===== src/rtl/sort_pkt_writer.sv =====
// sort_pkt_writer: writes one val/sop/eop framed packet into the sort buffer from address 0,
// then hands it to the sorter. Optional oversize-error build: `define SORT_WR_OVF_ERR_EN.
module sort_pkt_writer #(
   parameter int DWIDTH = 8,
   parameter int AWIDTH = 4
) (
   input  logic              clk_i,
   input  logic              arst_i,
   input  logic [DWIDTH-1:0] data_i,
   input  logic              val_i,
   input  logic              sop_i,
   input  logic              eop_i,
   output logic              ready_o,
   output logic              wr_en_o,
   output logic [AWIDTH-1:0] wr_addr_o,
   output logic [DWIDTH-1:0] wr_data_o,
   output logic              do_work_o,
   output logic [AWIDTH-1:0] wrpntr_o,
`ifdef SORT_WR_OVF_ERR_EN
   output logic              err_o,
`endif
   input  logic              done_i
);

   typedef enum logic [1:0] {
      S_IDLE      = 2'd0,
      S_WRITE     = 2'd1,
      S_HANDOFF   = 2'd2,
      S_WAIT_SORT = 2'd3
   } state_t;

   localparam logic [AWIDTH:0] CNT_ONE = {{AWIDTH{1'b0}}, 1'b1};

   state_t              state_q;
   logic [AWIDTH:0]     cnt_q;
   logic                ready_q;
   logic                wr_en_q;
   logic [AWIDTH-1:0]   wr_addr_q;
   logic [DWIDTH-1:0]   wr_data_q;
   logic                do_work_q;
   logic [AWIDTH-1:0]   wrpntr_q;
`ifdef SORT_WR_OVF_ERR_EN
   logic                ovf_q;
   logic                err_q;
`endif

   // Handshake: a beat transfers on a rising edge where val_i & ready_o; sop_i/eop_i/data_i
   // are only meaningful on that edge. ready_o is a register, so it never depends on val_i.
   logic                beat_acc;
   logic                buf_full;
   logic [AWIDTH-1:0]   eop_ptr_d;

   assign beat_acc  = val_i & ready_q;
   assign buf_full  = cnt_q[AWIDTH];
   // An oversize packet stops at the top of the buffer, so its last written word is all-ones.
   assign eop_ptr_d = buf_full ? {AWIDTH{1'b1}} : cnt_q[AWIDTH-1:0];

   always_ff @(posedge clk_i or posedge arst_i) begin
      if (arst_i) begin
         state_q   <= S_IDLE;
         cnt_q     <= '0;
         ready_q   <= 1'b0;
         wr_en_q   <= 1'b0;
         wr_addr_q <= '0;
         wr_data_q <= '0;
         do_work_q <= 1'b0;
         wrpntr_q  <= '0;
`ifdef SORT_WR_OVF_ERR_EN
         ovf_q     <= 1'b0;
         err_q     <= 1'b0;
`endif
      end else begin
         wr_en_q   <= 1'b0;
         do_work_q <= 1'b0;
`ifdef SORT_WR_OVF_ERR_EN
         err_q     <= 1'b0;
`endif
         unique case (state_q)
            S_IDLE: begin
               ready_q <= 1'b1;
               cnt_q   <= '0;
               if (beat_acc && sop_i) begin
                  wr_en_q   <= 1'b1;
                  wr_addr_q <= '0;
                  wr_data_q <= data_i;
                  cnt_q     <= CNT_ONE;
                  if (eop_i) begin
                     wrpntr_q <= '0;
                     ready_q  <= 1'b0;
                     state_q  <= S_HANDOFF;
`ifdef SORT_WR_OVF_ERR_EN
                     ovf_q    <= 1'b0;
`endif
                  end else begin
                     state_q  <= S_WRITE;
                  end
               end
            end

            S_WRITE: begin
               if (beat_acc) begin
                  if (sop_i) begin
                     wr_en_q   <= 1'b1;
                     wr_addr_q <= '0;
                     wr_data_q <= data_i;
                     cnt_q     <= CNT_ONE;
                  end else if (!buf_full) begin
                     wr_en_q   <= 1'b1;
                     wr_addr_q <= cnt_q[AWIDTH-1:0];
                     wr_data_q <= data_i;
                     cnt_q     <= cnt_q + CNT_ONE;
                  end
                  if (eop_i) begin
                     wrpntr_q <= sop_i ? {AWIDTH{1'b0}} : eop_ptr_d;
                     ready_q  <= 1'b0;
                     state_q  <= S_HANDOFF;
`ifdef SORT_WR_OVF_ERR_EN
                     ovf_q    <= ~sop_i & buf_full;
`endif
                  end
               end
            end

            S_HANDOFF: begin
`ifdef SORT_WR_OVF_ERR_EN
               if (ovf_q) begin
                  err_q   <= 1'b1;
                  ovf_q   <= 1'b0;
                  state_q <= S_IDLE;
               end else begin
                  do_work_q <= 1'b1;
                  state_q   <= S_WAIT_SORT;
               end
`else
               do_work_q <= 1'b1;
               state_q   <= S_WAIT_SORT;
`endif
            end

            S_WAIT_SORT: begin
               // ready_q is raised by IDLE on the following edge.
               if (done_i) begin
                  state_q <= S_IDLE;
               end
            end

            default: begin
               state_q <= S_IDLE;
            end
         endcase
      end
   end

   assign ready_o   = ready_q;
   assign wr_en_o   = wr_en_q;
   assign wr_addr_o = wr_addr_q;
   assign wr_data_o = wr_data_q;
   assign do_work_o = do_work_q;
   assign wrpntr_o  = wrpntr_q;
`ifdef SORT_WR_OVF_ERR_EN
   assign err_o     = err_q;
`endif

endmodule

===== config.mk =====
export PLATFORM = sky130hd
export DESIGN_NAME = sort_pkt_writer
export DESIGN_NICKNAME = d
export VERILOG_FILES = /design/src/rtl/sort_pkt_writer.sv
export SDC_FILE = /design/constraint.sdc
export NUM_CORES = 1
export LEC_CHECK = 0
export CAP_MARGIN = 20
export CORE_MARGIN = 1.5
export CORE_UTILIZATION = 65
export CTS_BUF_LIST = sky130_fd_sc_hd__clkbuf_2 sky130_fd_sc_hd__clkbuf_4 sky130_fd_sc_hd__clkbuf_8
export DETAILED_ROUTE_END_ITERATION = 8
export DONT_BUFFER_PORTS = 1
export GPL_TIMING_DRIVEN = 0
export PLACE_DENSITY = 0.88
export REMOVE_ABC_BUFFERS = 1
export SLEW_MARGIN = 5
export SYNTH_ARGS = -nofsm -noshare
export SYNTH_HDL_FRONTEND = slang
export SYNTH_SLANG_ARGS = --single-unit

===== constraint.sdc =====
create_clock -name clk_i -period 4.6 [get_ports clk_i]
set_clock_uncertainty 0.1 [all_clocks]
set_input_delay 0 -clock clk_i [delete_from_list [all_inputs] [get_ports clk_i]]
set_output_delay 0 -clock clk_i [all_outputs]
set_load 0.05 [all_outputs]

Word level (Yosys, flattened, before mapping). Index checks and enable logic that the tools add are counted.

Add/sub/neg operators: 1. Equality and inequality tests: 9. Mux-type cells: 39. Bitwise logic cells: 1. Reduce and logical (&&, ||, !) cells: 9.

Operators by type and width (count): $mux 4 (10); $mux 8 (4); $pmux 4 s2 (2); $pmux 8 s2 (1); $mux 5 (3); $mux 1 (10); $mux 2 (5); $ne 2x2->1 const B (5); $pmux 5 s2 (1); $pmux 2 s4 (1); $reduce_and 4->1 (2); $reduce_and 3->1 (2); $add 5x1->5 const B (1); $reduce_and 5->1 (1); $eq 2x2->1 const B (2); $pmux 1 s2 (2); $ne 3x3->1 const B (1); $eq 2x1->1 const B (1); $logic_not 2->1 (1); $reduce_and 2->1 (1); $reduce_bool 2->1 (1); $and 1x1->1 (1); $logic_and 1x1->1 (1).

Bits in registers: 26. Input bits: 14. Output and inout port bits: 19.

Longest topological paths before layout.
Depth after elaboration: 5. Mapped depth: 7. Gate-level depth less buffers: 5.

Worst setup path after synthesis. Ideal clock, no wire load.

Kind: flip-flop to flip-flop. Start point: reg ready_q (netlist: ready_o). End point: reg wr_data_q[0] (netlist: wr_data_o[0]). Arrival time: 1.579 ns. Data required time: 4.375 ns. Slack: 2.796 ns. Stages on the path, launching flop included: 5. Path buffers: 1. Cells stage by stage: dfrtp_1 > and2_1 > o221a_4 > buf_6 > mux2_4.

Word-level cells in the longest chain between the ends: 4. Elaborated cells between the ends (all ways): 5. Classes of those cells: eq/ne: 2; bitwise: 1; reduce/logical: 2.

Ends and longest elaborated chain: start: declaration (RTL line 36) `logic ready_q;`; start signal: assignment (RTL line 62) `ready_q <= 1'b0;`; start signal: assignment (RTL line 80) `ready_q <= 1'b1;`; start signal: assignment (RTL line 89) `ready_q <= 1'b0;`; $and 1x1->1 (*) (RTL line 53) `assign beat_acc = val_i & ready_q;`; $logic_and 1x1->1 (RTL line 82) `if (beat_acc && sop_i) begin`; $ne 2x2->1 (no source line); $reduce_and 4->1 (no source line) (*); end signal: assignment (RTL line 85) `wr_data_q <= data_i;`; end signal: assignment (RTL line 105) `wr_data_q <= data_i;`; end signal: assignment (RTL line 110) `wr_data_q <= data_i;`; end: declaration (RTL line 39) `logic [DWIDTH-1:0] wr_data_q;`.

Mark *: on every way between the ends. The rest lies on a longest branch, timed or not. A chain may end at the register's enable or synchronous reset.

Worst setup path in the final report.
Start point: reg ready_q (netlist: ready_o). End point: reg state_q[1].

Word-level cells in the longest chain between the ends: 4. Elaborated cells between the ends (all ways): 5. Classes of those cells: eq/ne: 2; bitwise: 1; reduce/logical: 2.

Ends and longest elaborated chain: $and 1x1->1 (*) (RTL line 53); $logic_and 1x1->1 (RTL line 82); $ne 2x2->1 (no source line); $reduce_and 4->1 (no source line) (*); end signal: assignment (RTL line 60) `state_q <= S_IDLE;`; end signal: assignment (RTL line 90) `state_q <= S_HANDOFF;`; end signal: assignment (RTL line 95) `state_q <= S_WRITE;`; end: declaration (RTL line 34) `state_t state_q;`.

Marks and branches as above.

==> impl_metrics.toml <==
[clocking]
post_cts_resized = 0
numClockSinks = 26
clkLatencyLatePin_ps = 330
cts_tree = "built"
h-tree-depth = 1
cts_buffers = 3
path_clk_slew_ps = 140
ctsRootBufferMaster = "clkbuf_4"
clockBufferDepth = 2

[floorplan]
die_x_um = 48.4
core-area_um2 = 1960
dieArea_um2 = 2350
ios = 33
die_h_um = 48.4
initial_core_util_pct = 68.4
std_cell_rows = 16

[setup_path]
crit_start = "ready_o"
cpPeakStageDelay_ps = 740
crit_type = "register to register"
r2r_cells = 5
start_kind = "register"
crit_path_frequent_cell = "dlygate4sd3_1"
cp_max_fo = 7
critPathSlowestCell = "dfrtp_1"
reg2reg_slack_ps = 1660
crit_required_ps = 4780
r2r-end = "state_q[1]"
cpLargestDelayFamily = "buffers and inverters"
critPathArrivalTime_ps = 3120
cp-end-kind = "register"
path_buf_inv = 2
path_cells = "nand3_1 -> dlygate4sd3_1 -> a222oi_1 -> mux2i_1 -> dlygate4sd3_1"
reg2reg_from = "ready_o"

[yosys]
syn_area_per_cell_um2 = 11.5
yosys-top-cells-count = "26 x dfrtp_1, 13 x inv_1, 11 x mux2i_1, 7 x nand2_1"
ys_async_sr_fraction_pct = 100
ys_seq_elements = 26
synth_area_um2 = 1340
synth.area.top_cells = "dfrtp_1 48%, mux2i_1 8.2%, mux2_4 6.7%, ha_1 5.6%, inv_1 3.6%"
yosys.area.top_type = "dfrtp_1"
yosysUniqueCellTypes = 35
yosysSeqAreaShare_pct = 48.5
syn-instance-count = 117
synth_warnings = 0
synth-edff-count = 0
synth_top_area_share_pct = 48.5
synth_flop_cell = "dfrtp_1"
synth_most_common_cell = "dfrtp_1"

[sta]
period_share_pct = 64.0
max_freq_ghz = 0.340
rsz0062_at_grt = "no"
tns_ps = 0
setup_violations = 0
slew_violations = 0
finalCriticalPeriod_ps = 2940
worstMarginPinSlew_ps = 586
finalHoldViolCount = 0
max-slew-margin-rel_pct = 60.9

[drt]
wl_per_cell_um = 18.7
drc = 0
vias_per_cell = 5.99
ant_nets = 0
drtIter0Drc = 20
via_count = 952
drtPass1Iterations = 4
drt-total-wl_mm = 2.97

[layout]
diodes = 0
layout-drive-gt1-share_pct = 12.1
syn_to_final_growth_pct = 16.2
fin_nets = 153

[global_route]
grt_pass1_vias = 1000
grt_pass1_wl_mm = 4.80
antenna_found_initial = 0
grt_use_total_pct = 26.3
grt_overflow = 0
grt_max_degree = 27

[min_path]
hold_end = "wr_addr_o[1]"
hold_start = "sop_i"
min_delay_path_depth = 2
hold_class = "input pin to register"

[outcome]
status = "complete, no violations"

[power_and_ir_drop]
vdd_drop_max_uv = 474
leakage_uw = 0.000704
p_per_area_nw_per_um2 = 670
p_total_uw = 1050

[placement]
gp_congestion = 0.815
dp_hpwl_mm = 1.67
portBuffers = 0

[flow_run]
max-cap-violations = 0
layout make-up:
class	count	area (µm²)
Clock buffer	4	36.3
Inverter	13	48.8
Multi-Input combinational cell	73	613
Timing Repair Buffer	16	178
Sequential cell	26	651
Tap cell	27	33.8
Fill cell	136	402
layer usage:
metal  vias to the layer above  part of all wire, %  GRT usage [%]
met3                         3                  6.7           4.01
met2                        56                   51           44.7
met1                       455                   41           36.0
met4                         0                 0.71           5.71
li1                        438                    -              -
met5                         -                    0              0
cell usage in the layout (no fill, tap or decap), drive strengths merged, types with 3 or more instances in the layout:
cell type / count
dfrtp: 26
o21ai: 3
ha: 6
mux2: 9
nand2: 7
a21oi: 3
o22ai: 3
dlygate4sd3: 15
inv: 13
clkbuf: 4
nor2: 6
and2b: 3
mux2i: 11
how the worst max path moves through the flow:
stage	slack (ps)	to	depth (start not counted)
2_1_floorplan	2790	wr_data_o[2]	3
3_3_place_gp	2700	wr_data_o[2]	3
3_5_place_dp	2670	wrpntr_o[2]	5
4_1_cts	1680	state_q[1]	5
5_1_grt	1550	state_q[1]	5
6_report	1660	state_q[1]	5
sequential cells by signal (all words and copies together), names as in the netlist:
name,cells
wr_addr_o,4
wr_data_o,8
ready_o,1
do_work_o,1
cnt_q,5
wr_en_o,1
wrpntr_o,4
state_q,2
timing repair:
item | CTS | global route
hold buffers | 15 | 0
hold endpoints to repair | 43 | 0
buffers inserted | 0 | 0
power by group:
group / switching (µW) / internal, µW / total (µW)
Combinational: 173 / 183 / 356
Clock: 68.5 / 48.5 / 117
Sequential: 274 / 299 / 573
cell families (layout without fill, tap and decap cells):
logic type / count (synthesis) / in the layout / share of synthesized area [%]
adders and majority gates: 6 / 6 / 5.59
DFF: 26 / 26 / 48.5
AOI/OAI and AO/OA: 20 / 20 / 12.0
muxes: 20 / 20 / 17.4
and+or+nand+nor: 27 / 27 / 10.6
buffers and inverters: 18 / 33 / 5.87
per-stage QoR:
stage          std cells  setup WS (ps)  hold WS [ps]  area [µm²]  util [%]
2_1_floorplan        112           2790         -60.0        1310         -
6_report             159           1660          6.82        1560      79.5
5_1_grt              159           1550          26.2        1560      79.5
4_1_cts              158           1680          3.66        1530      78.1
3_3_place_gp         139           2700          43.9        1350      68.6
3_5_place_dp         139           2670          50.4        1350      68.6
Power figures use the tool's default switching activity.
